===== src/rtl/ps2_kbd_fsm_if.sv =====
// ps2_kbd_fsm_if -- bundles the PS/2 line inputs and the display-facing outputs
// of ps2_kbd_fsm.
//   master : keyboard/stimulus side, drives ps2_clk/ps2_data, observes outputs
//   slave  : ps2_kbd_fsm side
// Signals:
//   ps2_clk, ps2_data : raw PS/2 lines, asynchronous to the system clock
//   scan_code[7:0]    : last accepted make code
//   key_cnt[7:0]      : key-press counter
//   key_down          : tracked key is held
//   disp_en           : 1 = show scan_code digits, 0 = blank (equals key_down)
//   frame_err         : one-cycle pulse on a rejected frame
interface ps2_kbd_fsm_if;
  logic       ps2_clk;
  logic       ps2_data;
  logic [7:0] scan_code;
  logic [7:0] key_cnt;
  logic       key_down;
  logic       disp_en;
  logic       frame_err;

  modport master (
    output ps2_clk, ps2_data,
    input  scan_code, key_cnt, key_down, disp_en, frame_err
  );

  modport slave (
    input  ps2_clk, ps2_data,
    output scan_code, key_cnt, key_down, disp_en, frame_err
  );
endinterface


===== src/rtl/ps2_kbd_fsm.sv =====
// ps2_kbd_fsm -- PS/2 keyboard receiver with make/break tracking, upstream of
// the seven-segment display path.
// Ports:
//   clk   : system clock
//   rst_n : asynchronous active-low reset
//   bus   : ps2_kbd_fsm_if.slave (PS/2 lines in; scan_code, key_cnt, key_down,
//           disp_en, frame_err out)
// Parameters:
//   SYNC_STAGES : synchronizer depth for ps2_clk/ps2_data (>= 2)
//   TIMEOUT     : idle clk cycles after which a partial frame is discarded
// Configuration macro:
//   PS2_BCD_CNT_EN : key_cnt counts packed BCD 00..99 instead of binary.
module ps2_kbd_fsm #(
  parameter int unsigned SYNC_STAGES = 3,
  parameter logic [15:0] TIMEOUT     = 16'd50000
) (
  input logic         clk,
  input logic         rst_n,
  ps2_kbd_fsm_if.slave bus
);

  typedef enum logic [1:0] {
    IDLE       = 2'd0,
    PRESSED    = 2'd1,
    BREAK_WAIT = 2'd2
  } state_t;

  localparam logic [7:0] BYTE_BREAK = 8'hF0;
  localparam logic [7:0] BYTE_EXT   = 8'hE0;

  // Synchronizers and falling-edge detect
  logic [SYNC_STAGES-1:0] r_clk_sync;
  logic [SYNC_STAGES-1:0] r_dat_sync;
  logic                   r_clk_prev;
  logic                   w_clk_s;
  logic                   w_dat_s;
  logic                   w_fall;

  assign w_clk_s = r_clk_sync[SYNC_STAGES-1];
  assign w_dat_s = r_dat_sync[SYNC_STAGES-1];
  assign w_fall  = r_clk_prev & ~w_clk_s;

  // Idle-high reset values keep reset release from looking like a falling edge.
  always_ff @(posedge clk or negedge rst_n) begin
    if (!rst_n) begin
      r_clk_sync <= '1;
      r_dat_sync <= '1;
      r_clk_prev <= 1'b1;
    end else begin
      r_clk_sync <= {r_clk_sync[SYNC_STAGES-2:0], bus.ps2_clk};
      r_dat_sync <= {r_dat_sync[SYNC_STAGES-2:0], bus.ps2_data};
      r_clk_prev <= w_clk_s;
    end
  end

  // Frame receiver
  logic [3:0]  r_bit_cnt;
  logic [9:0]  r_shift;
  logic [15:0] r_tmo;
  logic        r_rx_valid;
  logic [7:0]  r_rx_byte;
  logic        r_frame_err;
  logic [10:0] w_frame;
  logic        w_frame_ok;

  // Bits arrive LSB first into the top of r_shift; on the 11th edge the
  // incoming bit is the stop bit: [0]=start, [8:1]=data, [9]=parity, [10]=stop.
  assign w_frame    = {w_dat_s, r_shift};
  assign w_frame_ok = ~w_frame[0] & w_frame[10] & (^w_frame[9:1]);

  always_ff @(posedge clk or negedge rst_n) begin
    if (!rst_n) begin
      r_bit_cnt   <= '0;
      r_shift     <= '0;
      r_tmo       <= '0;
      r_rx_valid  <= 1'b0;
      r_rx_byte   <= '0;
      r_frame_err <= 1'b0;
    end else begin
      r_rx_valid  <= 1'b0;
      r_frame_err <= 1'b0;
      if (w_fall) begin
        r_tmo <= '0;
        if (r_bit_cnt == 4'd10) begin
          r_bit_cnt <= '0;
          if (w_frame_ok) begin
            r_rx_valid <= 1'b1;
            r_rx_byte  <= w_frame[8:1];
          end else begin
            r_frame_err <= 1'b1;
          end
        end else begin
          r_bit_cnt <= r_bit_cnt + 4'd1;
          r_shift   <= {w_dat_s, r_shift[9:1]};
        end
      end else if (r_bit_cnt != 4'd0) begin
        if (r_tmo == TIMEOUT - 16'd1) begin
          r_bit_cnt <= '0;
          r_tmo     <= '0;
        end else begin
          r_tmo <= r_tmo + 16'd1;
        end
      end else begin
        r_tmo <= '0;
      end
    end
  end

  function automatic logic [7:0] cnt_inc(input logic [7:0] c);
`ifdef PS2_BCD_CNT_EN
    if (c[3:0] >= 4'd9) begin
      if (c[7:4] >= 4'd9) return 8'h00;
      return {c[7:4] + 4'd1, 4'h0};
    end
    return {c[7:4], c[3:0] + 4'd1};
`else
    return c + 8'd1;
`endif
  endfunction

  // Make/break tracker with registered outputs
  state_t     r_state;
  logic [7:0] r_scan_code;
  logic [7:0] r_key_cnt;
  logic       r_key_down;
  logic       r_disp_en;

  always_ff @(posedge clk or negedge rst_n) begin
    if (!rst_n) begin
      r_state     <= IDLE;
      r_scan_code <= '0;
      r_key_cnt   <= '0;
      r_key_down  <= 1'b0;
      r_disp_en   <= 1'b0;
    end else if (r_rx_valid && r_rx_byte != BYTE_EXT) begin
      case (r_state)
        IDLE: begin
          if (r_rx_byte == BYTE_BREAK) begin
            r_state <= BREAK_WAIT;
          end else begin
            r_scan_code <= r_rx_byte;
            r_key_down  <= 1'b1;
            r_disp_en   <= 1'b1;
            r_key_cnt   <= cnt_inc(r_key_cnt);
            r_state     <= PRESSED;
          end
        end
        PRESSED: begin
          if (r_rx_byte == BYTE_BREAK) begin
            r_state <= BREAK_WAIT;
          end else if (r_rx_byte != r_scan_code) begin
            r_scan_code <= r_rx_byte;
            r_key_cnt   <= cnt_inc(r_key_cnt);
          end
        end
        BREAK_WAIT: begin
          if (r_key_down && r_rx_byte == r_scan_code) begin
            r_key_down <= 1'b0;
            r_disp_en  <= 1'b0;
            r_state    <= IDLE;
          end else begin
            r_state <= r_key_down ? PRESSED : IDLE;
          end
        end
        default: r_state <= IDLE;
      endcase
    end
  end

  assign bus.scan_code = r_scan_code;
  assign bus.key_cnt   = r_key_cnt;
  assign bus.key_down  = r_key_down;
  assign bus.disp_en   = r_disp_en;
  assign bus.frame_err = r_frame_err;

endmodule


===== src/flat_wrapper.sv =====
// flat-port wrapper written by rule: the top's interface ports become plain ports
module ps2_kbd_fsm_flat 
#(
  parameter int unsigned SYNC_STAGES = 3,
  parameter logic [15:0] TIMEOUT     = 16'd50000
)
  (clk, rst_n, bus_ps2_clk, bus_ps2_data, bus_scan_code, bus_key_cnt, bus_key_down, bus_disp_en, bus_frame_err);
  ps2_kbd_fsm_if bus_i ();
  input logic clk;
  input logic rst_n;
  input wire logic [$bits(bus_i.ps2_clk)-1:0] bus_ps2_clk;
  input wire logic [$bits(bus_i.ps2_data)-1:0] bus_ps2_data;
  output wire logic [$bits(bus_i.scan_code)-1:0] bus_scan_code;
  output wire logic [$bits(bus_i.key_cnt)-1:0] bus_key_cnt;
  output wire logic [$bits(bus_i.key_down)-1:0] bus_key_down;
  output wire logic [$bits(bus_i.disp_en)-1:0] bus_disp_en;
  output wire logic [$bits(bus_i.frame_err)-1:0] bus_frame_err;
  assign bus_i.ps2_clk = bus_ps2_clk;
  assign bus_i.ps2_data = bus_ps2_data;
  assign bus_scan_code = bus_i.scan_code;
  assign bus_key_cnt = bus_i.key_cnt;
  assign bus_key_down = bus_i.key_down;
  assign bus_disp_en = bus_i.disp_en;
  assign bus_frame_err = bus_i.frame_err;
  ps2_kbd_fsm #(.SYNC_STAGES(SYNC_STAGES), .TIMEOUT(TIMEOUT)) u_core (.clk(clk), .rst_n(rst_n), .bus(bus_i));
endmodule

===== config.mk =====
export PLATFORM = sky130hd
export DESIGN_NAME = ps2_kbd_fsm_flat
export DESIGN_NICKNAME = d
export VERILOG_FILES = /design/src/rtl/ps2_kbd_fsm_if.sv /design/src/rtl/ps2_kbd_fsm.sv /design/src/flat_wrapper.sv
export SDC_FILE = /design/constraint.sdc
export NUM_CORES = 1
export LEC_CHECK = 0
export ABC_AREA = 1
export CAP_MARGIN = 40
export CORE_MARGIN = 2
export CORE_UTILIZATION = 45
export DETAILED_ROUTE_END_ITERATION = 12
export PLACE_DENSITY = 0.61
export SETUP_SLACK_MARGIN = 0.02
export SYNTH_ARGS = -nofsm -noshare
export SYNTH_HDL_FRONTEND = slang
export SYNTH_SLANG_ARGS = --single-unit
export TNS_END_PERCENT = 10

===== constraint.sdc =====
create_clock -name clk -period 2.8 [get_ports clk]
set_input_delay 0.28 -clock clk [delete_from_list [all_inputs] [get_ports clk]]
set_output_delay 0.28 -clock clk [all_outputs]
set_load 0.05 [all_outputs]

* After elaboration in Yosys (flattened, before gate mapping)
Cells that the tools add are included.
** Word-level totals
- Bits in registers :: 66
- Latch bits :: 0
- RAM bits :: 0
- ROM bits :: 0
- Input port bits :: 4
- Logic and storage cells :: 79
- Memories kept :: 0
** Operators by class
- Add/sub/neg operators :: 3
- Multipliers :: 0
- Div/mod/pow operators :: 0
- Magnitude comparators :: 0
- Equal/unequal tests :: 13
- Shifts and indexed selects :: 0
- Muxes and demuxes :: 29
- Bitwise gates (word level) :: 6
- Reductions and logical operators :: 15
** Operator list (number)
- 16-bit 2-to-1 mux :: 3
- 8-bit 2-to-1 mux :: 6
- 8-bit one-hot mux with 2 select lines :: 2
- 16-bit by 1-bit adder with 16-bit output, second input constant :: 1
- 16-bit == test, second input constant :: 1
- 4-bit 2-to-1 mux :: 4
- 1-bit 2-to-1 mux :: 9
- 9-bit XOR reduction :: 1
- 8-bit by 1-bit adder with 8-bit output, second input constant :: 1
- 8-bit == test :: 1
- 8-bit == test, second input constant :: 1
- 8-bit inequality test :: 1
- 8-bit inequality test, second input constant :: 1
- 2-bit nonzero test :: 4
- 2-bit 2-to-1 mux :: 3
- 2-bit by 1-bit inequality test with 1-bit output, second input constant :: 3
- 2-bit one-hot mux with 3 select lines :: 1
- 2-bit AND reduction :: 3
- 5-bit AND reduction :: 1
- 4-bit by 1-bit adder with 4-bit output, second input constant :: 1
- 4-bit == test, second input constant :: 1
- 2-bit inequality test, second input constant :: 2
- 4-bit AND reduction :: 1
- 4-bit nonzero test :: 1
- other kinds (8) :: 13

* Depth between registers and ports, before layout
Gate-level depths: netlist of run 1.
- Depth in word-level cells :: 6
- Mapped depth :: 11
- Gate-level depth less buffers :: 11

* Worst setup path after synthesis of run 1
No wires, ideal clock.
- Path kind :: register to register
- Start :: register u_core.r_scan_code[4], in the netlist u_core.bus.scan_code[4]
- End :: register u_core.r_key_cnt[3], in the netlist u_core.bus.key_cnt[3]
- Library setup time :: 0.120 ns
- Arrival time :: 1.475 ns
- Setup slack :: 1.205 ns
- Stages on the path, launching flop included :: 7
- Path buffers :: 1
- Period minus slack after synthesis :: 1.595 ns
- Cells stage by stage :: dfrtp_1 xor2_1 nor3_2 nand3_2 buf_2 nand3_1 nand2_1
** Between the ends
- Word-level cells in the longest chain between the ends :: 3
** Ends and longest elaborated chain
- start, declared :: line ps2_kbd_fsm.sv:123 : logic [7:0] r_scan_code;
- start signal, assigned :: line ps2_kbd_fsm.sv:141 : r_scan_code <= r_rx_byte;
- start signal, assigned :: line ps2_kbd_fsm.sv:152 : r_scan_code <= r_rx_byte;
- 8-bit inequality test :: line ps2_kbd_fsm.sv:151 : end else if (r_rx_byte != r_scan_code) begin
- 2-bit by 1-bit inequality test with 1-bit output (no line)
- 5-bit AND reduction (no line)
- end signal, assigned :: line ps2_kbd_fsm.sv:144 : r_key_cnt <= cnt_inc(r_key_cnt);
- end signal, assigned :: line ps2_kbd_fsm.sv:153 : r_key_cnt <= cnt_inc(r_key_cnt);
- end, declared :: line ps2_kbd_fsm.sv:124 : logic [7:0] r_key_cnt;
No other way between the ends.
A chain may end at the register's enable or synchronous reset.

* Final worst setup path of run 1
- Start :: register u_core.r_key_cnt[2], in the netlist u_core.bus.key_cnt[2]
- End :: output port bus_key_cnt[2]
** RTL lines
- end, declared :: line flat_wrapper.sv:14 : output wire logic [$bits(bus_i.key_cnt)-1:0] bus_key_cnt;
No word-level cell between the ends.

==> report_table.html, run 1 <==
<table>
<tr><th>Metric</th><th>Value</th></tr>
<tr><th colspan="2">Run status</th></tr>
<tr><td>Result of the run</td><td>finished, final reports clean</td></tr>
<tr><th colspan="2">Finish</th></tr>
<tr><td>Post-layout utilization of the core</td><td>55.0%</td></tr>
<tr><td>Area growth from synthesis to final layout</td><td>16.4%</td></tr>
<tr><td>Post-layout net count</td><td>416</td></tr>
<tr><td>Layout cells sized above 1</td><td>13.3%</td></tr>
<tr><td>Final Cell Area</td><td>0.00377 mm^2</td></tr>
<tr><td>Total inserted antenna cells</td><td>0</td></tr>
<tr><th colspan="2">Power and ir drop</th></tr>
<tr><td>Switching fraction of total power</td><td>32.0%</td></tr>
<tr><td>Sw Pwr</td><td>826 uW</td></tr>
<tr><td>Power Dens Cells</td><td>683 mW/mm^2</td></tr>
<tr><td>Maximum VDD drop</td><td>296 uV</td></tr>
<tr><td>Fraction of power consumed by combinational cells</td><td>20.5%</td></tr>
<tr><td>Part of the total power dissipated in sequential elements</td><td>45.6%</td></tr>
<tr><td>Leakage dissipation</td><td>0.00186 uW</td></tr>
<tr><td>Clock share of power</td><td>33.9%</td></tr>
<tr><td>Cell internal pwr</td><td>1750 uW</td></tr>
<tr><th colspan="2">Drt</th></tr>
<tr><td>DRT Pass-1 Iters</td><td>4</td></tr>
<tr><td>Vias</td><td>2500</td></tr>
<tr><td>Antenna-violating nets left</td><td>0</td></tr>
<tr><td>Drt drc</td><td>0</td></tr>
<tr><td>Post-detailed-route via-to-cell ratio</td><td>4.92</td></tr>
<tr><td>Total wire length after detailed routing</td><td>5.79 mm</td></tr>
<tr><td>Post-DR wirelength/cell</td><td>11.4 um</td></tr>
<tr><td>Initial DRC Count</td><td>116</td></tr>
<tr><th colspan="2">Logic synthesis</th></tr>
<tr><td>Cell area after synthesis</td><td>0.00324 mm^2</td></tr>
<tr><td>Most area-hungry cell type in the Yosys netlist</td><td>sky130_fd_sc_hd__dfrtp_1</td></tr>
<tr><td>Share of async-settable or async-resettable flops after synthesis</td><td>100%</td></tr>
<tr><td>Library cells used by synthesis</td><td>34</td></tr>
<tr><td>Primary flip-flop cell chosen by synthesis mapping</td><td>sky130_fd_sc_hd__dfrtp_1</td></tr>
<tr><td>Synth Instances</td><td>378</td></tr>
<tr><td>Post-synthesis sequential area ratio</td><td>51.2%</td></tr>
<tr><td>Area share of the largest cell type after synthesis</td><td>45.5%</td></tr>
<tr><td>Register bit count reported by yosys</td><td>66</td></tr>
<tr><td>Synth warnings</td><td>0</td></tr>
<tr><td>Average size of a mapped cell</td><td>8.58 um^2</td></tr>
<tr><td>Top cells by area, synth</td><td>sky130_fd_sc_hd__dfrtp_1 46%, sky130_fd_sc_hd__nand2_1 13%, sky130_fd_sc_hd__dfstp_2 5.7%</td></tr>
<tr><td>Post-synth EDFFs</td><td>0</td></tr>
<tr><td>Net count of the mapped netlist</td><td>387</td></tr>
<tr><th colspan="2">Setup path</th></tr>
<tr><td>CP max stage cell</td><td>sky130_fd_sc_hd__clkdlybuf4s50_1</td></tr>
<tr><td>Kind of start point of the critical path</td><td>flip-flop</td></tr>
<tr><td>Crit path cell chain</td><td>clkdlybuf4s50_1</td></tr>
<tr><td>Largest delay contributor family on the critical path</td><td>buffers and inverters</td></tr>
<tr><td>Highest net fanout along the worst path</td><td>6</td></tr>
<tr><td>Slowest cell delay on critical path</td><td>840 ps</td></tr>
<tr><td>Worst endpoint required time</td><td>2520 ps</td></tr>
<tr><td>Crit Path Category</td><td>flip-flop to primary output</td></tr>
<tr><td>Sum of buffers and inverters on the critical path</td><td>1</td></tr>
<tr><td>Crit path capture type</td><td>primary output</td></tr>
<tr><td>Critical path arrival</td><td>1640 ps</td></tr>
<tr><th colspan="2">Clocking</th></tr>
<tr><td>Root Buffer Master</td><td>sky130_fd_sc_hd__clkbuf_8</td></tr>
<tr><td>Post-cts resize count</td><td>0</td></tr>
<tr><td>Clock-pin slew reported for the worst setup and hold paths after clock tree synthesis</td><td>70 ps</td></tr>
<tr><td>Number of buffers between clock root and the deepest sink</td><td>2</td></tr>
<tr><td>Number of sinks handled by clock tree synthesis</td><td>66</td></tr>
<tr><td>Clock tree from TritonCTS</td><td>done</td></tr>
<tr><td>Number of CTS-inserted buffers</td><td>9</td></tr>
<tr><td>Deepest level of the CTS H-tree</td><td>3</td></tr>
<tr><td>Clock latency reported for the late side of the worst-skew pair</td><td>340 ps</td></tr>
<tr><td>CTS Hold Buffers Added</td><td>1</td></tr>
<tr><td>Setup bufs post-CTS</td><td>0</td></tr>
<tr><th colspan="2">Timing</th></tr>
<tr><td>Number of setup violations in the final report</td><td>0</td></tr>
<tr><td>Setup total negative slack</td><td>0 ps</td></tr>
<tr><td>Final worst path period share</td><td>68.5%</td></tr>
<tr><td>Slew at the pin with the worst max-slew slack</td><td>545 ps</td></tr>
<tr><td>Final Max Slew Viols</td><td>0</td></tr>
<tr><td>RSZ-0062 raised after global routing</td><td>false</td></tr>
<tr><td>Number of hold violations in the final report</td><td>0</td></tr>
<tr><td>Max-Slew Margin vs Limit</td><td>63.6%</td></tr>
<tr><td>Period minus WS final</td><td>1920 ps</td></tr>
<tr><td>Top achievable clock speed</td><td>521 MHz</td></tr>
<tr><td>Worst setup skew after layout</td><td>11.2 ps</td></tr>
<tr><th colspan="2">Placed design</th></tr>
<tr><td>IO buf count</td><td>22</td></tr>
<tr><td>Final weighted congestion in routability-driven placement</td><td>0.779</td></tr>
<tr><td>Final HPWL from detailed placement</td><td>4.07 mm</td></tr>
<tr><td>Area of placed instances</td><td>0.00355 mm^2</td></tr>
<tr><th colspan="2">Die</th></tr>
<tr><td>Die Area</td><td>0.00790 mm^2</td></tr>
<tr><td>Initial cell density of the core</td><td>47.2%</td></tr>
<tr><td>Die width</td><td>88.9 um</td></tr>
<tr><td>Core ar.</td><td>0.00687 mm^2</td></tr>
<tr><td>Chip Height</td><td>88.9 um</td></tr>
<tr><td>Top-Level Pins</td><td>23</td></tr>
<tr><td>Std cell rows</td><td>30</td></tr>
<tr><th colspan="2">Global route</th></tr>
<tr><td>Number of antenna violations at the first check in global routing</td><td>0</td></tr>
<tr><td>Total routing resource utilization after global routing</td><td>16.8%</td></tr>
<tr><td>Via count of the first global-routing pass</td><td>2354</td></tr>
<tr><td>Overflow left after global routing</td><td>0</td></tr>
<tr><td>Pin count of the biggest net entering global routing</td><td>67</td></tr>
<tr><td>First-pass GRT wire length</td><td>10.4 mm</td></tr>
<tr><th colspan="2">Min path</th></tr>
<tr><td>Hold/Removal Path Class</td><td>input port to flip-flop</td></tr>
<tr><th colspan="2">Run</th></tr>
<tr><td>Maxcap violations</td><td>0</td></tr>
</table>
cell type report:
| class | instances | area, um^2 |
|---|---|---|
| Sequential cell | 66 | 1660 |
| Fill cell | 635 | 3090 |
| Timing Repair Buffer | 24 | 245 |
| Clock inverter | 7 | 93.8 |
| Multi-Input combinational cell | 267 | 1390 |
| Clock buffer | 9 | 124 |
| Inverter | 39 | 146 |
| Tap cell | 96 | 120 |
through the flow:
| stage | hold slack, ps | std cells | power (uW) | setup slack (ps) |
|---|---|---|---|---|
| after floorplan | -15.6 | 378 | 1590 | 1210 |
| after global placement | 329 | 491 | 1710 | 1090 |
| after detailed placement | 327 | 491 | 1730 | 1040 |
| after CTS | 330 | 508 | 2610 | 864 |
| after global routing | 336 | 508 | 2750 | 778 |
| final | 343 | 508 | 2580 | 882 |
cells in the final DEF (no fill, tap or decap), types with 5 or more instances in the layout:
master | synthesis | layout
sky130_fd_sc_hd__nand2_1 | 112 | 112
sky130_fd_sc_hd__dfrtp_1 | 59 | 59
sky130_fd_sc_hd__inv_1 | 37 | 37
sky130_fd_sc_hd__nand3_1 | 33 | 33
sky130_fd_sc_hd__nor2_1 | 29 | 29
sky130_fd_sc_hd__clkdlybuf4s50_1 | 0 | 21
sky130_fd_sc_hd__o21ai_0 | 18 | 18
sky130_fd_sc_hd__nor3_1 | 10 | 10
sky130_fd_sc_hd__clkbuf_8 | 0 | 9
sky130_fd_sc_hd__xnor2_1 | 8 | 8
sky130_fd_sc_hd__xor2_1 | 8 | 8
sky130_fd_sc_hd__dfstp_2 | 7 | 7
sky130_fd_sc_hd__a21oi_1 | 5 | 5
sky130_fd_sc_hd__nand2_2 | 5 | 5
sky130_fd_sc_hd__o21ai_2 | 5 | 5
sky130_fd_sc_hd__ha_1 | 5 | 5
power groups by stage:
stage                     Clock (uW)  Sequential (uW)  Combinational, uW
after detailed placement           0             1190                534
final                            873             1180                529
after global placement             0             1190                524
after floorplan                    0             1190                395
after CTS                        898             1180                538
after global routing             945             1200                609
metal layers:
metal | vias to the layer above | track usage (%) | share of wire [%]
met4 | 0 | 7.85 | 1.7
met1 | 1176 | 22.3 | 50
met3 | 9 | 3.05 | 3.2
met2 | 41 | 26.9 | 45
li1 | 1274 | - | -
met5 | - | 0 | 0
path summary, 6_finish.rpt:
path / cells past startpoint / end / slack [ps] / start
max: 1 / bus_key_cnt[2] / 880 / u_core.bus.key_cnt[2]
min reg2reg: 0 / u_core.r_dat_sync[1] / 360 / u_core.r_dat_sync[0]
max in group asynchronous: 3 / u_core.r_clk_sync[2] / 1990 / rst_n
min in group asynchronous: 3 / u_core.bus.key_cnt[4] / 480 / rst_n
max reg2reg: 8 / u_core.r_shift[0] / 1040 / u_core.r_bit_cnt[0]
min: 1 / u_core.r_dat_sync[0] / 340 / bus_ps2_data
registers in the layout, indices dropped and copies added, names as in the netlist:
name / flops
u_core.r_tmo: 16
u_core.r_shift: 10
u_core.bus.key_cnt: 8
u_core.bus.scan_code: 8
u_core.r_rx_byte: 8
u_core.r_bit_cnt: 4
u_core.r_clk_sync: 3
u_core.r_dat_sync: 3
u_core.r_state: 2
u_core.bus.frame_err: 1
u_core.bus.key_down: 1
u_core.r_clk_prev: 1
u_core.r_rx_valid: 1
cell families after synthesis:
kind of cell             synth area share [%]
XOR/XNOR                                 4.32
flip-flops                               51.2
AND/OR/NAND/NOR                          30.3
buffers and inverters                    6.10
AO/OA/AOI/OAI                            6.13
adder cells (fa/ha/maj)                  1.93
synth_stat cells (2+ instances only):
cell type,instances
sky130_fd_sc_hd__nand2_1,112
sky130_fd_sc_hd__dfrtp_1,59
sky130_fd_sc_hd__inv_1,37
sky130_fd_sc_hd__nand3_1,33
sky130_fd_sc_hd__nor2_1,29
sky130_fd_sc_hd__o21ai_0,18
sky130_fd_sc_hd__nor3_1,10
sky130_fd_sc_hd__xnor2_1,8
sky130_fd_sc_hd__xor2_1,8
sky130_fd_sc_hd__dfstp_2,7
sky130_fd_sc_hd__a21oi_1,5
sky130_fd_sc_hd__ha_1,5
sky130_fd_sc_hd__nand2_2,5
sky130_fd_sc_hd__o21ai_2,5
sky130_fd_sc_hd__nand4_1,4
sky130_fd_sc_hd__nor3_2,4
sky130_fd_sc_hd__buf_6,3
sky130_fd_sc_hd__nand3_2,3
sky130_fd_sc_hd__nor2_2,3
sky130_fd_sc_hd__nor2_4,3
sky130_fd_sc_hd__a31oi_1,2
sky130_fd_sc_hd__buf_2,2
sky130_fd_sc_hd__inv_2,2
Note: power is estimated with default switching activity, not from simulation.
==> inputs of run 2 (changes only) <==
--- a/config.mk
+++ b/config.mk
@@ -10,7 +10,7 @@
 export CORE_MARGIN = 2
 export CORE_UTILIZATION = 45
 export DETAILED_ROUTE_END_ITERATION = 12
-export PLACE_DENSITY = 0.61
+export PLACE_DENSITY = 0.63
 export SETUP_SLACK_MARGIN = 0.02
 export SYNTH_ARGS = -nofsm -noshare
 export SYNTH_HDL_FRONTEND = slang
==> constraint.sdc (replaced) <==
create_clock -name clk -period 1.7 [get_ports clk]
set_input_delay 0.17 -clock clk [delete_from_list [all_inputs] [get_ports clk]]
set_output_delay 0.17 -clock clk [all_outputs]
set_load 0.05 [all_outputs]
==> run 2 against run 1 <==
Die area unchanged. Cell area up 1.2%. Core utilization up 0.64 points. Sequential share of layout area down 0.50 points. Sequential cell count unchanged. Clock power up 65%. Combinational power up 72%. Non-clock buffer count up 9. Clock skew down 2.3 ps. Wire length up 5.4%. Total power up 67%.
==> report_table.html, run 2 (synthesis gave the netlist of run 1 again) <==
<table>
<tr><th>Metric</th><th>Value</th></tr>
<tr><th colspan="2">Timing</th></tr>
<tr><td>Setup total negative slack</td><td>0 ps</td></tr>
<tr><td>Final Max Slew Viols</td><td>0</td></tr>
<tr><td>Final WS setup</td><td>144 ps</td></tr>
<tr><td>Number of hold violations in the final report</td><td>0</td></tr>
<tr><td>Final worst path period share</td><td>91.5%</td></tr>
<tr><td>RSZ-0062 raised after global routing</td><td>true</td></tr>
<tr><td>Worst setup skew after layout</td><td>8.88 ps</td></tr>
<tr><td>Slew at the pin with the worst max-slew slack</td><td>485 ps</td></tr>
<tr><td>Number of setup violations in the final report</td><td>0</td></tr>
<tr><td>Period minus WS final</td><td>1560 ps</td></tr>
<tr><td>Max-Slew Margin vs Limit</td><td>67.8%</td></tr>
<tr><td>Top achievable clock speed</td><td>643 MHz</td></tr>
<tr><td>Worst hold slack</td><td>211 ps</td></tr>
<tr><th colspan="2">Placed design</th></tr>
<tr><td>IO buf count</td><td>22</td></tr>
<tr><td>Placed instance count</td><td>499</td></tr>
<tr><td>Pre-CTS WS</td><td>55.1 ps</td></tr>
<tr><td>Final HPWL from detailed placement</td><td>4.43 mm</td></tr>
<tr><td>Final weighted congestion in routability-driven placement</td><td>0.801</td></tr>
<tr><th colspan="2">Die</th></tr>
<tr><td>Die Area</td><td>0.00790 mm^2</td></tr>
<tr><td>Die width</td><td>88.9 um</td></tr>
<tr><td>Chip Height</td><td>88.9 um</td></tr>
<tr><td>Core ar.</td><td>0.00687 mm^2</td></tr>
<tr><td>Top-Level Pins</td><td>23</td></tr>
<tr><td>Std cell rows</td><td>30</td></tr>
<tr><td>Initial cell density of the core</td><td>47.2%</td></tr>
<tr><th colspan="2">Drt</th></tr>
<tr><td>DRT Pass-1 Iters</td><td>4</td></tr>
<tr><td>Antenna-violating nets left</td><td>0</td></tr>
<tr><td>Initial DRC Count</td><td>107</td></tr>
<tr><td>Post-DR wirelength/cell</td><td>11.8 um</td></tr>
<tr><td>Total wire length after detailed routing</td><td>6.11 mm</td></tr>
<tr><td>Post-detailed-route via-to-cell ratio</td><td>4.83</td></tr>
<tr><td>Vias</td><td>2498</td></tr>
<tr><td>Drt drc</td><td>0</td></tr>
<tr><th colspan="2">Run status</th></tr>
<tr><td>Result of the run</td><td>finished, final reports clean</td></tr>
<tr><th colspan="2">Setup path</th></tr>
<tr><td>Crit path capture type</td><td>flip-flop</td></tr>
<tr><td>Sum of buffers and inverters on the critical path</td><td>3</td></tr>
<tr><td>Worst endpoint required time</td><td>1950 ps</td></tr>
<tr><td>Crit Path Category</td><td>flip-flop to flip-flop</td></tr>
<tr><td>Timing startpoint of the critical path</td><td>u_core.r_tmo[0]</td></tr>
<tr><td>Crit path cell chain</td><td>ha_1 -&gt; nand2_1 -&gt; inv_1 -&gt; nand2_2 -&gt; inv_1 -&gt; nand4_1 -&gt; nand3_2 -&gt; buf_4 -&gt; nor3b_1</td></tr>
<tr><td>Register-to-register path setup slack</td><td>140 ps</td></tr>
<tr><td>Worst flop-to-flop path startpoint</td><td>u_core.r_tmo[0]</td></tr>
<tr><td>Critical path arrival</td><td>1810 ps</td></tr>
<tr><td>Worst reg2reg path depth</td><td>9</td></tr>
<tr><td>Largest delay contributor family on the critical path</td><td>simple AND/OR/NAND/NOR gates</td></tr>
<tr><td>Slowest cell delay on critical path</td><td>390 ps</td></tr>
<tr><td>R2r endpoint</td><td>u_core.r_tmo[5]</td></tr>
<tr><td>CP max stage cell</td><td>sky130_fd_sc_hd__dfrtp_1</td></tr>
<tr><td>Most Frequent Cell on Critical Path</td><td>sky130_fd_sc_hd__inv_1</td></tr>
<tr><td>Highest net fanout along the worst path</td><td>7</td></tr>
<tr><td>Kind of start point of the critical path</td><td>flip-flop</td></tr>
<tr><th colspan="2">Power and ir drop</th></tr>
<tr><td>Power Dens Cells</td><td>1120 mW/mm^2</td></tr>
<tr><td>Leakage dissipation</td><td>0.00195 uW</td></tr>
<tr><td>Maximum VDD drop</td><td>624 uV</td></tr>
<tr><th colspan="2">Finish</th></tr>
<tr><td>Total inserted antenna cells</td><td>0</td></tr>
<tr><td>Most frequent standard cell in the layout excluding fill and tap cells</td><td>sky130_fd_sc_hd__nand2_1</td></tr>
<tr><td>Post-layout net count</td><td>425</td></tr>
<tr><td>Top register by number of flip-flops</td><td>u_core.r_tmo</td></tr>
<tr><td>Area growth from synthesis to final layout</td><td>17.7%</td></tr>
<tr><td>Flip-flop count of the largest register after layout</td><td>16</td></tr>
<tr><td>Post-layout utilization of the core</td><td>55.6%</td></tr>
<tr><td>Layout cells sized above 1</td><td>20.2%</td></tr>
<tr><td>Leading cell types in the layout, fill and taps excluded</td><td>110 x sky130_fd_sc_hd__nand2_1, 59 x sky130_fd_sc_hd__dfrtp_1, 36 x sky130_fd_sc_hd__inv_1</td></tr>
<tr><td>Non-filler cells, final</td><td>517</td></tr>
<tr><td>Biggest registers after layout</td><td>u_core.r_tmo x16, u_core.r_shift x10</td></tr>
<tr><th colspan="2">Global route</th></tr>
<tr><td>Overflow left after global routing</td><td>0</td></tr>
<tr><td>Number of antenna violations at the first check in global routing</td><td>0</td></tr>
<tr><td>First-pass GRT wire length</td><td>10.8 mm</td></tr>
<tr><td>Total routing resource utilization after global routing</td><td>17.7%</td></tr>
<tr><td>Pin count of the biggest net entering global routing</td><td>33</td></tr>
<tr><td>Via count of the first global-routing pass</td><td>2379</td></tr>
<tr><th colspan="2">Clocking</th></tr>
<tr><td>Clock-pin slew reported for the worst setup and hold paths after clock tree synthesis</td><td>70 ps</td></tr>
<tr><td>Root Buffer Master</td><td>sky130_fd_sc_hd__clkbuf_8</td></tr>
<tr><td>Number of buffers between clock root and the deepest sink</td><td>2</td></tr>
<tr><td>Clock tree from TritonCTS</td><td>done</td></tr>
<tr><td>Clock latency reported for the late side of the worst-skew pair</td><td>340 ps</td></tr>
<tr><td>Number of sinks handled by clock tree synthesis</td><td>66</td></tr>
<tr><td>Number of CTS-inserted buffers</td><td>9</td></tr>
<tr><td>Deepest level of the CTS H-tree</td><td>3</td></tr>
<tr><th colspan="2">Run</th></tr>
<tr><td>Maxcap violations</td><td>0</td></tr>
<tr><th colspan="2">Min path</th></tr>
<tr><td>Hold/Removal Path Class</td><td>input port to asynchronous set/reset pin</td></tr>
</table>
[run 2: per-layer routing]
metal | vias to the layer above | share of wire, % | track usage, %
met5 | - | 0 | 0
met4 | 0 | 1.4 | 5.23
met3 | 9 | 3.6 | 6.19
met2 | 39 | 47 | 28.5
met1 | 1166 | 48 | 22.8
li1 | 1284 | - | -
[run 2: worst max-delay path by stage]
stage	endpoint	slack (ps)	cells after the start
after global placement	u_core.r_tmo[10]	60	10
after global routing	u_core.r_tmo[5]	10	9
after floorplan	u_core.bus.key_cnt[3]	110	6
after CTS	u_core.r_tmo[9]	20	10
after detailed placement	u_core.r_tmo[9]	60	10
final	u_core.r_tmo[5]	140	9
[run 2: cell type report]
| type | instances | area, um^2 |
|---|---|---|
| Fill cell | 625 | 3050 |
| Sequential cell | 66 | 1660 |
| Multi-Input combinational cell | 267 | 1410 |
| Timing Repair Buffer | 33 | 267 |
| Inverter | 39 | 146 |
| Clock buffer | 11 | 141 |
| Tap cell | 96 | 120 |
| Clock inverter | 5 | 77.6 |
[run 2: stage by stage]
step	total power, uW	instance area (um^2)
CTS	4320	3790
global placement	2840	3560
floorplan	2610	3240
detailed placement	2870	3560
finish	4290	3820
global route	4590	3820
[run 2: repair_timing]
| item | 4_1_cts | 5_1_grt |
|---|---|---|
| gates resized for setup | 1 | 6 |
| hold buffers | 1 | 0 |
| hold endpoints to repair | 59 | 0 |
| setup buffers | 0 | 1 |
| endpoints found under the setup margin | 1 | 29 |
| gates cloned | 0 | 0 |
| pin swaps | 0 | 1 |
[run 2: power by group]
group	switching, uW	internal [uW]
clock network	579	861
logic	579	333
registers	178	1760
